$ cat src/rtl/ddr4_v2_2_24_tg_pattern_gen_pkg.sv
// Shared state type and pointer helper for the TG BRAM pattern sequencer.
package ddr4_v2_2_24_tg_pattern_gen_pkg;

   typedef enum logic [1:0] {
      IDLE  = 2'd0,
      PRIME = 2'd1,
      RUN   = 2'd2,
      DONE  = 2'd3
   } tg_bram_seq_state_e;

   localparam int unsigned PTR_FN_W = 32;

   // Window walk: end returns to start, otherwise increment modulo 2^pw.
   function automatic logic [PTR_FN_W-1:0] bram_ptr_next(
      input logic [PTR_FN_W-1:0] ptr,
      input logic [PTR_FN_W-1:0] start_p,
      input logic [PTR_FN_W-1:0] end_p,
      input int unsigned         pw
   );
      logic [PTR_FN_W-1:0] mask;
      mask = (pw >= PTR_FN_W) ? '1
                              : ((PTR_FN_W'(1) << pw) - PTR_FN_W'(1));
      if (ptr == end_p)
         return start_p;
      return (ptr + PTR_FN_W'(1)) & mask;
   endfunction

endpackage

$ cat src/rtl/ddr4_v2_2_24_tg_pattern_gen_data_bram_seq.sv
// Walks the pattern ROM pointer over a window and presents registered
// ROM beats on a valid/ready interface, counting accepted beats.
module ddr4_v2_2_24_tg_pattern_gen_data_bram_seq
   import ddr4_v2_2_24_tg_pattern_gen_pkg::*;
#(
   parameter int TCQ                             = 100,
   parameter int NUM_DQ_PINS                     = 36,
   parameter int nCK_PER_CLK                     = 4,
   parameter int NUM_PORT                        = 1,
   parameter int TG_PATTERN_LOG2_NUM_BRAM_ENTRY  = 9,
   parameter int BEAT_CNT_WIDTH                  = 32,
   localparam int PW = TG_PATTERN_LOG2_NUM_BRAM_ENTRY,
   localparam int DW = NUM_DQ_PINS*2*nCK_PER_CLK*NUM_PORT
) (
   input  logic                      clk,
   input  logic                      rst_n,
   input  logic [PW-1:0]             cfg_start_ptr,
   input  logic [PW-1:0]             cfg_end_ptr,
   input  logic [BEAT_CNT_WIDTH-1:0] cfg_num_beats,
   input  logic                      start,
   input  logic                      stop,
   output logic [PW-1:0]             bram_ptr,
   input  logic [DW-1:0]             bram_out,
   output logic [DW-1:0]             data_out,
   output logic                      data_valid,
   input  logic                      data_ready,
   output logic                      busy,
   output logic                      done
);

   if (TCQ < 0) begin : g_bad_tcq
      $error("TCQ must be non-negative");
   end

   tg_bram_seq_state_e        state_q, state_d;
   logic [PW-1:0]             ptr_q, ptr_d;
   logic [DW-1:0]             data_q, data_d;
   logic                      valid_q, valid_d;
   logic [BEAT_CNT_WIDTH-1:0] cnt_q, cnt_d;
   logic [PW-1:0]             cfg_start_q, cfg_start_d;
   logic [PW-1:0]             cfg_end_q, cfg_end_d;
   logic [BEAT_CNT_WIDTH-1:0] cfg_beats_q, cfg_beats_d;

   logic [PW-1:0]             ptr_nxt;
   logic [BEAT_CNT_WIDTH-1:0] cnt_inc;
   logic                      hs;
   logic                      last_beat;

   assign ptr_nxt = PW'(bram_ptr_next(PTR_FN_W'(ptr_q),
                                      PTR_FN_W'(cfg_start_q),
                                      PTR_FN_W'(cfg_end_q),
                                      PW));
   assign cnt_inc   = cnt_q + BEAT_CNT_WIDTH'(1);
   assign hs        = valid_q & data_ready;
   assign last_beat = (cfg_beats_q != '0) && (cnt_inc == cfg_beats_q);

   always_ff @(posedge clk or negedge rst_n) begin
      if (!rst_n) begin
         state_q     <= IDLE;
         ptr_q       <= '0;
         data_q      <= '0;
         valid_q     <= 1'b0;
         cnt_q       <= '0;
         cfg_start_q <= '0;
         cfg_end_q   <= '0;
         cfg_beats_q <= '0;
      end else begin
         state_q     <= state_d;
         ptr_q       <= ptr_d;
         data_q      <= data_d;
         valid_q     <= valid_d;
         cnt_q       <= cnt_d;
         cfg_start_q <= cfg_start_d;
         cfg_end_q   <= cfg_end_d;
         cfg_beats_q <= cfg_beats_d;
      end
   end

   always_comb begin
      state_d     = state_q;
      ptr_d       = ptr_q;
      data_d      = data_q;
      valid_d     = valid_q;
      cnt_d       = cnt_q;
      cfg_start_d = cfg_start_q;
      cfg_end_d   = cfg_end_q;
      cfg_beats_d = cfg_beats_q;

      // Abort beats restart; restart beats any pending handshake.
      if (stop && (state_q != IDLE)) begin
         state_d = IDLE;
         valid_d = 1'b0;
      end else if (start) begin
         cfg_start_d = cfg_start_ptr;
         cfg_end_d   = cfg_end_ptr;
         cfg_beats_d = cfg_num_beats;
         ptr_d       = cfg_start_ptr;
         cnt_d       = '0;
         valid_d     = 1'b0;
         state_d     = PRIME;
      end else begin
         unique case (state_q)
            PRIME: begin
               data_d  = bram_out;
               valid_d = 1'b1;
               ptr_d   = ptr_nxt;
               state_d = RUN;
            end
            RUN: begin
               if (hs) begin
                  if (last_beat) begin
                     cnt_d   = cnt_inc;
                     valid_d = 1'b0;
                     state_d = DONE;
                  end else begin
                     cnt_d  = (cnt_q == '1) ? cnt_q : cnt_inc;
                     data_d = bram_out;
                     ptr_d  = ptr_nxt;
                  end
               end
            end
            DONE: begin
               state_d = IDLE;
            end
            default: begin
               state_d = state_q;
            end
         endcase
      end
   end

   assign bram_ptr   = ptr_q;
   assign data_out   = data_q;
   assign data_valid = valid_q;
   assign busy       = (state_q != IDLE);
   assign done       = (state_q == DONE);

endmodule

$ cat config.mk
export PLATFORM = sky130hd
export DESIGN_NAME = ddr4_v2_2_24_tg_pattern_gen_data_bram_seq
export DESIGN_NICKNAME = d
export VERILOG_FILES = /design/src/rtl/ddr4_v2_2_24_tg_pattern_gen_pkg.sv /design/src/rtl/ddr4_v2_2_24_tg_pattern_gen_data_bram_seq.sv
export SDC_FILE = /design/constraint.sdc
export NUM_CORES = 1
export LEC_CHECK = 0
export BUFFER_PORTS_ARGS = -buffer_cell sky130_fd_sc_hd__buf_4
export CELL_PAD_IN_SITES_DETAIL_PLACEMENT = 0
export CELL_PAD_IN_SITES_GLOBAL_PLACEMENT = 1
export CORE_ASPECT_RATIO = 0.5
export CORE_MARGIN = 1
export CORE_UTILIZATION = 35
export DETAILED_ROUTE_END_ITERATION = 10
export PLACE_DENSITY = 0.84
export SLEW_MARGIN = 20
export SYNTH_ARGS = -nofsm -noshare
export SYNTH_HDL_FRONTEND = slang
export SYNTH_SLANG_ARGS = --single-unit
$ cat constraint.sdc
create_clock -name clk -period 5.85 [get_ports clk]
set_input_delay 0.585 -clock clk [delete_from_list [all_inputs] [get_ports clk]]
set_output_delay 0.585 -clock clk [all_outputs]
set_load 0.1 [all_outputs]
After elaboration in Yosys (flattened, before gate mapping)
Index checks and enable logic that the tools add are counted.
{ "word_totals": {"ff_bits": 382, "inputBits": 343, "output_inout_bits": 300} }
{ "classes": {"addsub": 2, "n_eq_ne": 13, "muxes": 25, "n_bitwise": 3, "n_reduce_logical": 16} }
{ "op_table": {"columns": ["cell", "n"], "rows": [
  ["$mux 288", 2],
  ["$pmux 288 s2", 1],
  ["$mux 32", 5],
  ["$mux 9", 5],
  ["$add 32x1->32 const B", 1],
  ["$eq 32x32->1", 1],
  ["$eq 32x32->1 const B", 1],
  ["$reduce_bool 32->1", 1],
  ["$pmux 9 s2", 1],
  ["$add 9x1->9 const B", 1],
  ["$eq 9x9->1", 1],
  ["$ne 3x3->1 const B", 3],
  ["$mux 2", 4],
  ["$ne 4x4->1 const B", 2],
  ["$reduce_and 4->1", 2],
  ["$reduce_bool 2->1", 4],
  ["$pmux 2 s3", 1],
  ["$reduce_and 3->1", 2],
  ["$mux 1", 5],
  ["$reduce_and 5->1", 1],
  ["$reduce_bool 5->1", 1],
  ["$eq 2x2->1 const B", 2],
  ["$ne 2x2->1 const B", 2],
  ["$reduce_bool 4->1", 1],
  ["7 further kinds", 9]
]} }

Logic depth before layout (Yosys ltp)
Gate-level depths: netlist (run 1).
{ "logic_depth": {"word_depth": 8, "ltp_mapped": 14, "ltp_nobuf": 10} }

Least setup slack after synthesis (run 1)
OpenSTA, ideal clock, no wires.
{ "synth_path": {"kind": "reg-to-reg", "from": "register cnt_q[1]", "to": "register data_q[153] (netlist: data_out[153])", "arrival_time_ps": 3250, "required_ps": 5724, "setup_slack_ps": 2474, "path_stages_with_launch": 14, "period_less_slack_ps": 3376, "path_cell_list": "dfrtp_1 > ha_1 > and3_1 > clkbuf_1 > a21oi_1 > nor4_1 > nand4_1 > or4_4 > nor4_4 > o21ai_1 > nand3_2 > buf_2 > buf_4 > mux2_2"} }
{ "synth_via": {"elab_chain_len": 5} }
{ "synth_rtl": {"columns": ["item", "line_no", "text"], "rows": [
  ["from (decl)", "ddr4_v2_2_24_tg_pattern_gen_data_bram_seq.sv:39", "logic [BEAT_CNT_WIDTH-1:0] cnt_q, cnt_d;"],
  ["from (signal assigned)", "ddr4_v2_2_24_tg_pattern_gen_data_bram_seq.sv:72", "cnt_q <= cnt_d;"],
  ["$add 32x1->32", "ddr4_v2_2_24_tg_pattern_gen_data_bram_seq.sv:53", "assign cnt_inc = cnt_q + BEAT_CNT_WIDTH'(1);"],
  ["$eq 32x32->1", "ddr4_v2_2_24_tg_pattern_gen_data_bram_seq.sv:55", "assign last_beat = (cfg_beats_q != '0) && (cnt_inc == cfg_beats_q);"],
  ["$logic_and 1x1->1", "ddr4_v2_2_24_tg_pattern_gen_data_bram_seq.sv:55", null],
  ["$ne 2x2->1 (no source line)", null, null],
  ["$reduce_and 5->1 (no source line)", null, null],
  ["to (signal assigned)", "ddr4_v2_2_24_tg_pattern_gen_data_bram_seq.sv:70", "data_q <= data_d;"],
  ["to (decl)", "ddr4_v2_2_24_tg_pattern_gen_data_bram_seq.sv:37", "logic [DW-1:0] data_q, data_d;"]
]} }
No other way between the ends.
A chain may end at the register's enable or synchronous reset.

Worst setup path after layout (run 1)
{ "layout_path": {"from": "register cnt_q[7]", "to": "register data_q[276] (netlist: data_out[276])"} }
Same word-level chain as after synthesis.

==> results of run 1 <==
stage by stage:
stage	hold WS [ns]	cells	setup WS (ns)	util [%]
final	0.0177	2573	1.16	50.1
after global routing	0.112	2572	0.898	50.1
after CTS	0.0966	2567	1.23	50.1
after detailed placement	0.482	2497	1.27	47.2
after global placement	0.476	2497	1.32	47.2
after floorplan	0.289	1290	2.47	-
final cells by class:
cell class	instances	area (um^2)
fillers	4253	23600
flip-flops and latches	382	9560
multi-input cells	791	6790
repair buffers	661	5030
clock buffers	54	1100
well taps	638	798
clock inverters	16	260
inverters	25	93.8
diodes	6	15.0
cells in the mapped netlist, types with 10 or more instances:
master    count  area share [%]
xor2_1       14            0.73
nand3_1      37             1.1
nor3_1       31            0.92
clkbuf_1     39            0.87
a221oi_1     10            0.52
mux2_2      146             9.7
nor4_1       32             1.2
nand2_1      35            0.78
a31oi_1      21            0.78
nand4_1      27             1.0
and3_1       10            0.37
a21oi_1      30            0.89
buf_2        22            0.65
xnor2_1      33             1.7
dfrtp_1     382              57
inv_1        24            0.53
mux2_1      194              13
nor2_1       44            0.98
buf_4        28             1.2
metal layers:
layer,share of wire (%),track usage (%),vias to the layer above
met5,0.063,0,-
met4,1.9,5.92,6
met3,11,11.3,85
met2,46,38.8,456
met1,42,33.6,6826
li1,-,-,5933
registers in the layout, summed over array words and instances (netlist names):
name,count
data_out,288
cfg_end_q,9
cnt_q,32
cfg_beats_q,32
bram_ptr,9
state_q,2
cfg_start_q,9
data_valid,1
critical path: stages, from the launching register on:
cell and delay (ns):
dfrtp_1 0.56, nand4_1 0.59, nor4_2 0.61, or3b_2 0.19, nand4b_1 0.10, or4_4 0.60, nor4_4 0.38, o21ai_1 0.15
nand3_4 0.32, buf_12 0.49, mux2_2 0.41
path summary, 6_finish.rpt:
kind	startpoint	end	slack [ns]	cells past startpoint
max	cnt_q[7]	data_out[276]	1.16	10
min	rst_n	data_out[176]	0.02	1
max reg2reg	cnt_q[7]	data_out[276]	1.16	10
min reg2reg	data_out[113]	data_out[113]	0.49	1
max in group asynchronous	rst_n	data_out[161]	4.46	2
min in group clk	bram_out[205]	data_out[205]	0.23	2
kinds of logic after synthesis:
kind of cell / Yosys count
compound gates: 133
xor+xnor: 47
fa+ha+maj: 6
buf+inv: 117
flops: 382
mux: 342
simple gates: 263
==> impl_metrics.yaml, run 1 <==
layout:
  mostFrequentLayoutCell: "buf_4"
  fin_area_um2: 23700
  layout-drive-gt1-share_pct: 46.4
  area_delta_synth_final_pct: 39.9
  final_cell_mix: "buf_4, dfrtp_1, mux2_1"
  nets: 2249
route:
  wl_per_cell_um: 25.1
  drt_iter0_markers: 889
  vias_per_cell: 5.17
  first_pass_iters: 5
  drt_wl_total_um: 64600
  drc: 0
  drtAntennaViolNets: 0
  num_vias: 13300
clock_network:
  cts_max_level: 2
  cts_tree: "yes"
  post_cts_resized: 0
  worstSkewPairLatency_ns: 0.56
  root_buffer: "clkbuf_16"
  post_cts_buffers: 0
  numClockSinks: 382
  numCtsBuffers: 39
  clockBufferDepth: 3
  cts.clk_slew.worst_paths_ns: 0.07
  cts_hold_buffers: 0
sta:
  setup_viol_count_final: 0
  grt_setup_unrepaired: "no"
  layout_min_cycle_time_ns: 4.69
  finClkSkew_ns: 0.0222
  final-max-slew-violation-count: 0
  worst_pin_slew_ns: 0.932
  min_period_over_period_pct: 80.2
  clock.fmax_mhz: 213
  max_slew_margin_pct: 37.8
  hold_violations: 0
  tns_ns: 0
worst_setup_path:
  cp_max_fo: 121
  crit_arrival_ns: 5.13
  criticalPathCategory: "register to register"
  start_kind: "register"
  critical_path_required_ns: 6.29
  crit_path_end_kind: "register"
placement:
  postPlaceCellArea_um2: 22300
  place_hpwl_um: 50300
  port_buffers: 642
  gp_congestion: 1.03
logic_synthesis:
  ys_seq_elements: 382
  synthArstFlopShare_pct: 100
  synth_edf_count: 0
  yosysSeqAreaShare_pct: 56.5
  netlist_area_um2: 16900
  synth_top_flop_cell: "dfrtp_1"
  synth_nets: 1639
  synthMuxAreaShare_pct: 22.8
  yosys.area_share.simple_pct: 8.70
  avgSynthCellArea_um2: 13.1
  post_synth_fa_ha_maj_area_fraction_pct: 0.444
  synth_top_family_by_area: "multiplexers"
  synthXorXnorAreaFrac_pct: 2.43
  synth_compound_area_share_pct: 5.73
  synthCells: 1290
  ys_warn_count: 0
  synthDistinctLibCells: 73
grt:
  grt_max_degree: 123
  grt-ovfl-total: 0
  grt_pass1_vias: 13200
  antenna_found_initial: 11
  grt_pass1_wl_um: 92400
  track_usage_pct: 25.6
floorplanning:
  io_pins: 643
  rows: 56
  start_util_pct: 35.8
  dieArea_um2: 49200
  coreArea_um2: 47200
  die_h_um: 157
  die_w_um: 313
worst_hold_path:
  hold_path.class: "input port to asynchronous set/reset pin"
run:
  drv_cap: 0
run_status:
  status: "completed"
Power of run 1 is left out: the tool's default activity adds up to more than one toggle a clock period on the data nets, which glitch-free logic cannot reach.
==> run 2, diff against run 1 <==
--- a/config.mk
+++ b/config.mk
@@ -5,14 +5,15 @@
 export SDC_FILE = /design/constraint.sdc
 export NUM_CORES = 1
 export LEC_CHECK = 0
+export ABC_AREA = 1
 export BUFFER_PORTS_ARGS = -buffer_cell sky130_fd_sc_hd__buf_4
 export CELL_PAD_IN_SITES_DETAIL_PLACEMENT = 0
 export CELL_PAD_IN_SITES_GLOBAL_PLACEMENT = 1
 export CORE_ASPECT_RATIO = 0.5
 export CORE_MARGIN = 1
-export CORE_UTILIZATION = 35
+export CORE_UTILIZATION = 32
 export DETAILED_ROUTE_END_ITERATION = 10
-export PLACE_DENSITY = 0.84
+export PLACE_DENSITY = 0.87
 export SLEW_MARGIN = 20
 export SYNTH_ARGS = -nofsm -noshare
 export SYNTH_HDL_FRONTEND = slang
==> constraint.sdc (replaced) <==
create_clock -name clk -period 4.24 [get_ports clk]
set_input_delay 0.424 -clock clk [delete_from_list [all_inputs] [get_ports clk]]
set_output_delay 0.424 -clock clk [all_outputs]
set_load 0.1 [all_outputs]
==> run 2 against run 1 <==
Effect of this change: critical path depth rose by 8; global-route usage is 0.94 points lower; wire length rose by 8.4%; non-clock buffer count is 9 higher; first-iteration DRC count increased by 100%; critical path type unchanged; setup slack worse by 0.66 ns; via count increased by 27%; largest cell class unchanged; synthesized cell count rose by 69%; highest routed layer unchanged.
==> impl_metrics.yaml, run 2 <==
run_status:
  status: "completed"
floorplanning:
  dieArea_um2: 55400
  rows: 60
  die_w_um: 332
  start_util_pct: 32.4
  die_h_um: 167
  io_pins: 643
  coreArea_um2: 53800
worst_setup_path:
  critical_path_required_ns: 4.74
  start_kind: "register"
  crit_path_end_kind: "register"
  crit_arrival_ns: 4.25
  cp_max_fo: 62
  criticalPathCategory: "register to register"
route:
  drtAntennaViolNets: 0
  drt_wl_total_um: 70000
  drt_iter0_markers: 1796
  vias_per_cell: 4.80
  wl_per_cell_um: 19.9
  num_vias: 16900
  first_pass_iters: 9
  drc: 0
layout:
  largest_reg_flops: 288
  n_fill_cell: 5293
  area_delta_synth_final_pct: 39.0
  nets: 3115
  final_cell_mix: "nand2_1, buf_4, dfrtp_1"
  layout-drive-gt1-share_pct: 27.1
  mostFrequentLayoutCell: "nand2_1"
clock_network:
  post_cts_buffers: 0
  numClockSinks: 382
  cts_max_level: 2
  root_buffer: "clkbuf_16"
  cts_tree: "yes"
  clockBufferDepth: 3
  worstSkewPairLatency_ns: 0.58
  numCtsBuffers: 39
  cts.clk_slew.worst_paths_ns: 0.07
  cts_hold_buffers: 1
  post_cts_resized: 0
logic_synthesis:
  synth_area_leaders: "dfrtp_1, nand2_1, nand3_1"
  yosys.area.top_type_share_pct: 54.9
  synthCells: 2176
  avgSynthCellArea_um2: 8.01
  yosysSeqAreaShare_pct: 54.9
  netlist_area_um2: 17400
  ys_seq_elements: 382
  synth_top_flop_cell: "dfrtp_1"
  synthArstFlopShare_pct: 100
  synthDistinctLibCells: 36
  synth.largest_area_cell: "dfrtp_1"
  ys_warn_count: 0
  synth_edf_count: 0
  synth_nets: 2525
  yosysMostFrequentCell: "nand2_1"
  synthTopCellsByCount: "nand2_1, dfrtp_1, nand3_1"
sta:
  hold_violations: 0
  final-max-slew-violation-count: 0
  layout_min_cycle_time_ns: 3.74
  grt_setup_unrepaired: "no"
  min_period_over_period_pct: 88.3
  max_slew_margin_pct: 33.1
  tns_ns: 0
  worst_pin_slew_ns: 1.00
  finClkSkew_ns: 0.0273
  clock.fmax_mhz: 267
  setup_viol_count_final: 0
grt:
  grt_max_degree: 124
  antenna_found_initial: 6
  use_met1_pct: 32.8
  track_usage_pct: 24.7
  grt_pass1_wl_um: 104000
  grt_pass1_vias: 16200
  busiest_layer: "met2"
  grt_use_met3_pct: 9.40
  grt-ovfl-total: 0
  use_met2_pct: 37.0
placement:
  gp_congestion: 0.925
  place_hpwl_um: 52300
  port_buffers: 642
worst_hold_path:
  hold_path.class: "input port to register"
run:
  drv_cap: 0
run 2: cell type report:
type	count	area (um^2)	share of cell area (%)
Clock inverter	14	198	0.816
Tap cell	713	892	3.68
Clock buffer	58	1170	4.82
Multi-Input combinational cell	1600	6960	28.7
Inverter	73	274	1.13
Timing Repair Buffer	670	5150	21.3
Antenna cell	5	12.5	0.0517
Sequential cell	382	9560	39.5
run 2: stage by stage:
stage | util [%] | cell area [um^2] | hold slack [ns] | std cells | worst slack (ns)
2_1_floorplan | - | 17400 | 0.128 | 2176 | 1.65
3_3_place_gp | 42.5 | 22800 | 0.449 | 3437 | 0.670
3_5_place_dp | 42.5 | 22800 | 0.453 | 3437 | 0.557
4_1_cts | 45.0 | 24200 | 0.0280 | 3510 | 0.543
5_1_grt | 45.1 | 24200 | 0.0337 | 3515 | 0.165
6_report | 45.1 | 24200 | 0.0536 | 3515 | 0.497
run 2: cell families after synthesis:
family / count (synthesis) / synth area share (%)
AND/OR/NAND/NOR: 1523 / 36.6
flip-flops: 382 / 54.9
buffers and inverters: 194 / 5.36
AO/OA/AOI/OAI: 48 / 1.43
XOR/XNOR: 23 / 1.32
adder cells (fa/ha/maj): 6 / 0.431
run 2: path summary, 6_finish.rpt:
check	startpoint	end	slack, ns	depth (start not counted)
setup / recovery	cnt_q[0]	data_out[116]	0.50	18
hold / removal	cfg_num_beats[19]	cfg_beats_q[19]	0.05	3
setup reg to reg	cnt_q[0]	data_out[116]	0.50	18
hold reg to reg	cfg_start_q[7]	cfg_start_q[7]	0.46	2
max in group asynchronous	rst_n	data_out[172]	2.57	3
min in group asynchronous	rst_n	data_out[214]	0.51	2
run 2: routing by layer:
| layer | wire length (um) | vias up |
|---|---|---|
| met3 | 6830 | 129 |
| met4 | 2040 | 2 |
| li1 | - | 8093 |
| met2 | 31200 | 622 |
| met5 | 7 | - |
| met1 | 29900 | 8020 |
run 2: critical path, cell delays in order (launching register included):
cell and delay (ns):
dfrtp_1 0.45, ha_1 0.22, nand2_2 0.09, nor2_4 0.16, nand2_1 0.13, nor2_2 0.28
nand3_1 0.17, nand3_1 0.12, nand2_1 0.05, nor2_1 0.12, nand2_1 0.07, nor2_1 0.14
nand3_1 0.18, nand2_2 0.17, nand2_8 0.25, nand2_8 0.39, buf_4 0.41, nand2_1 0.10
nand2_1 0.08
Power of run 2 is left out for the same reason.
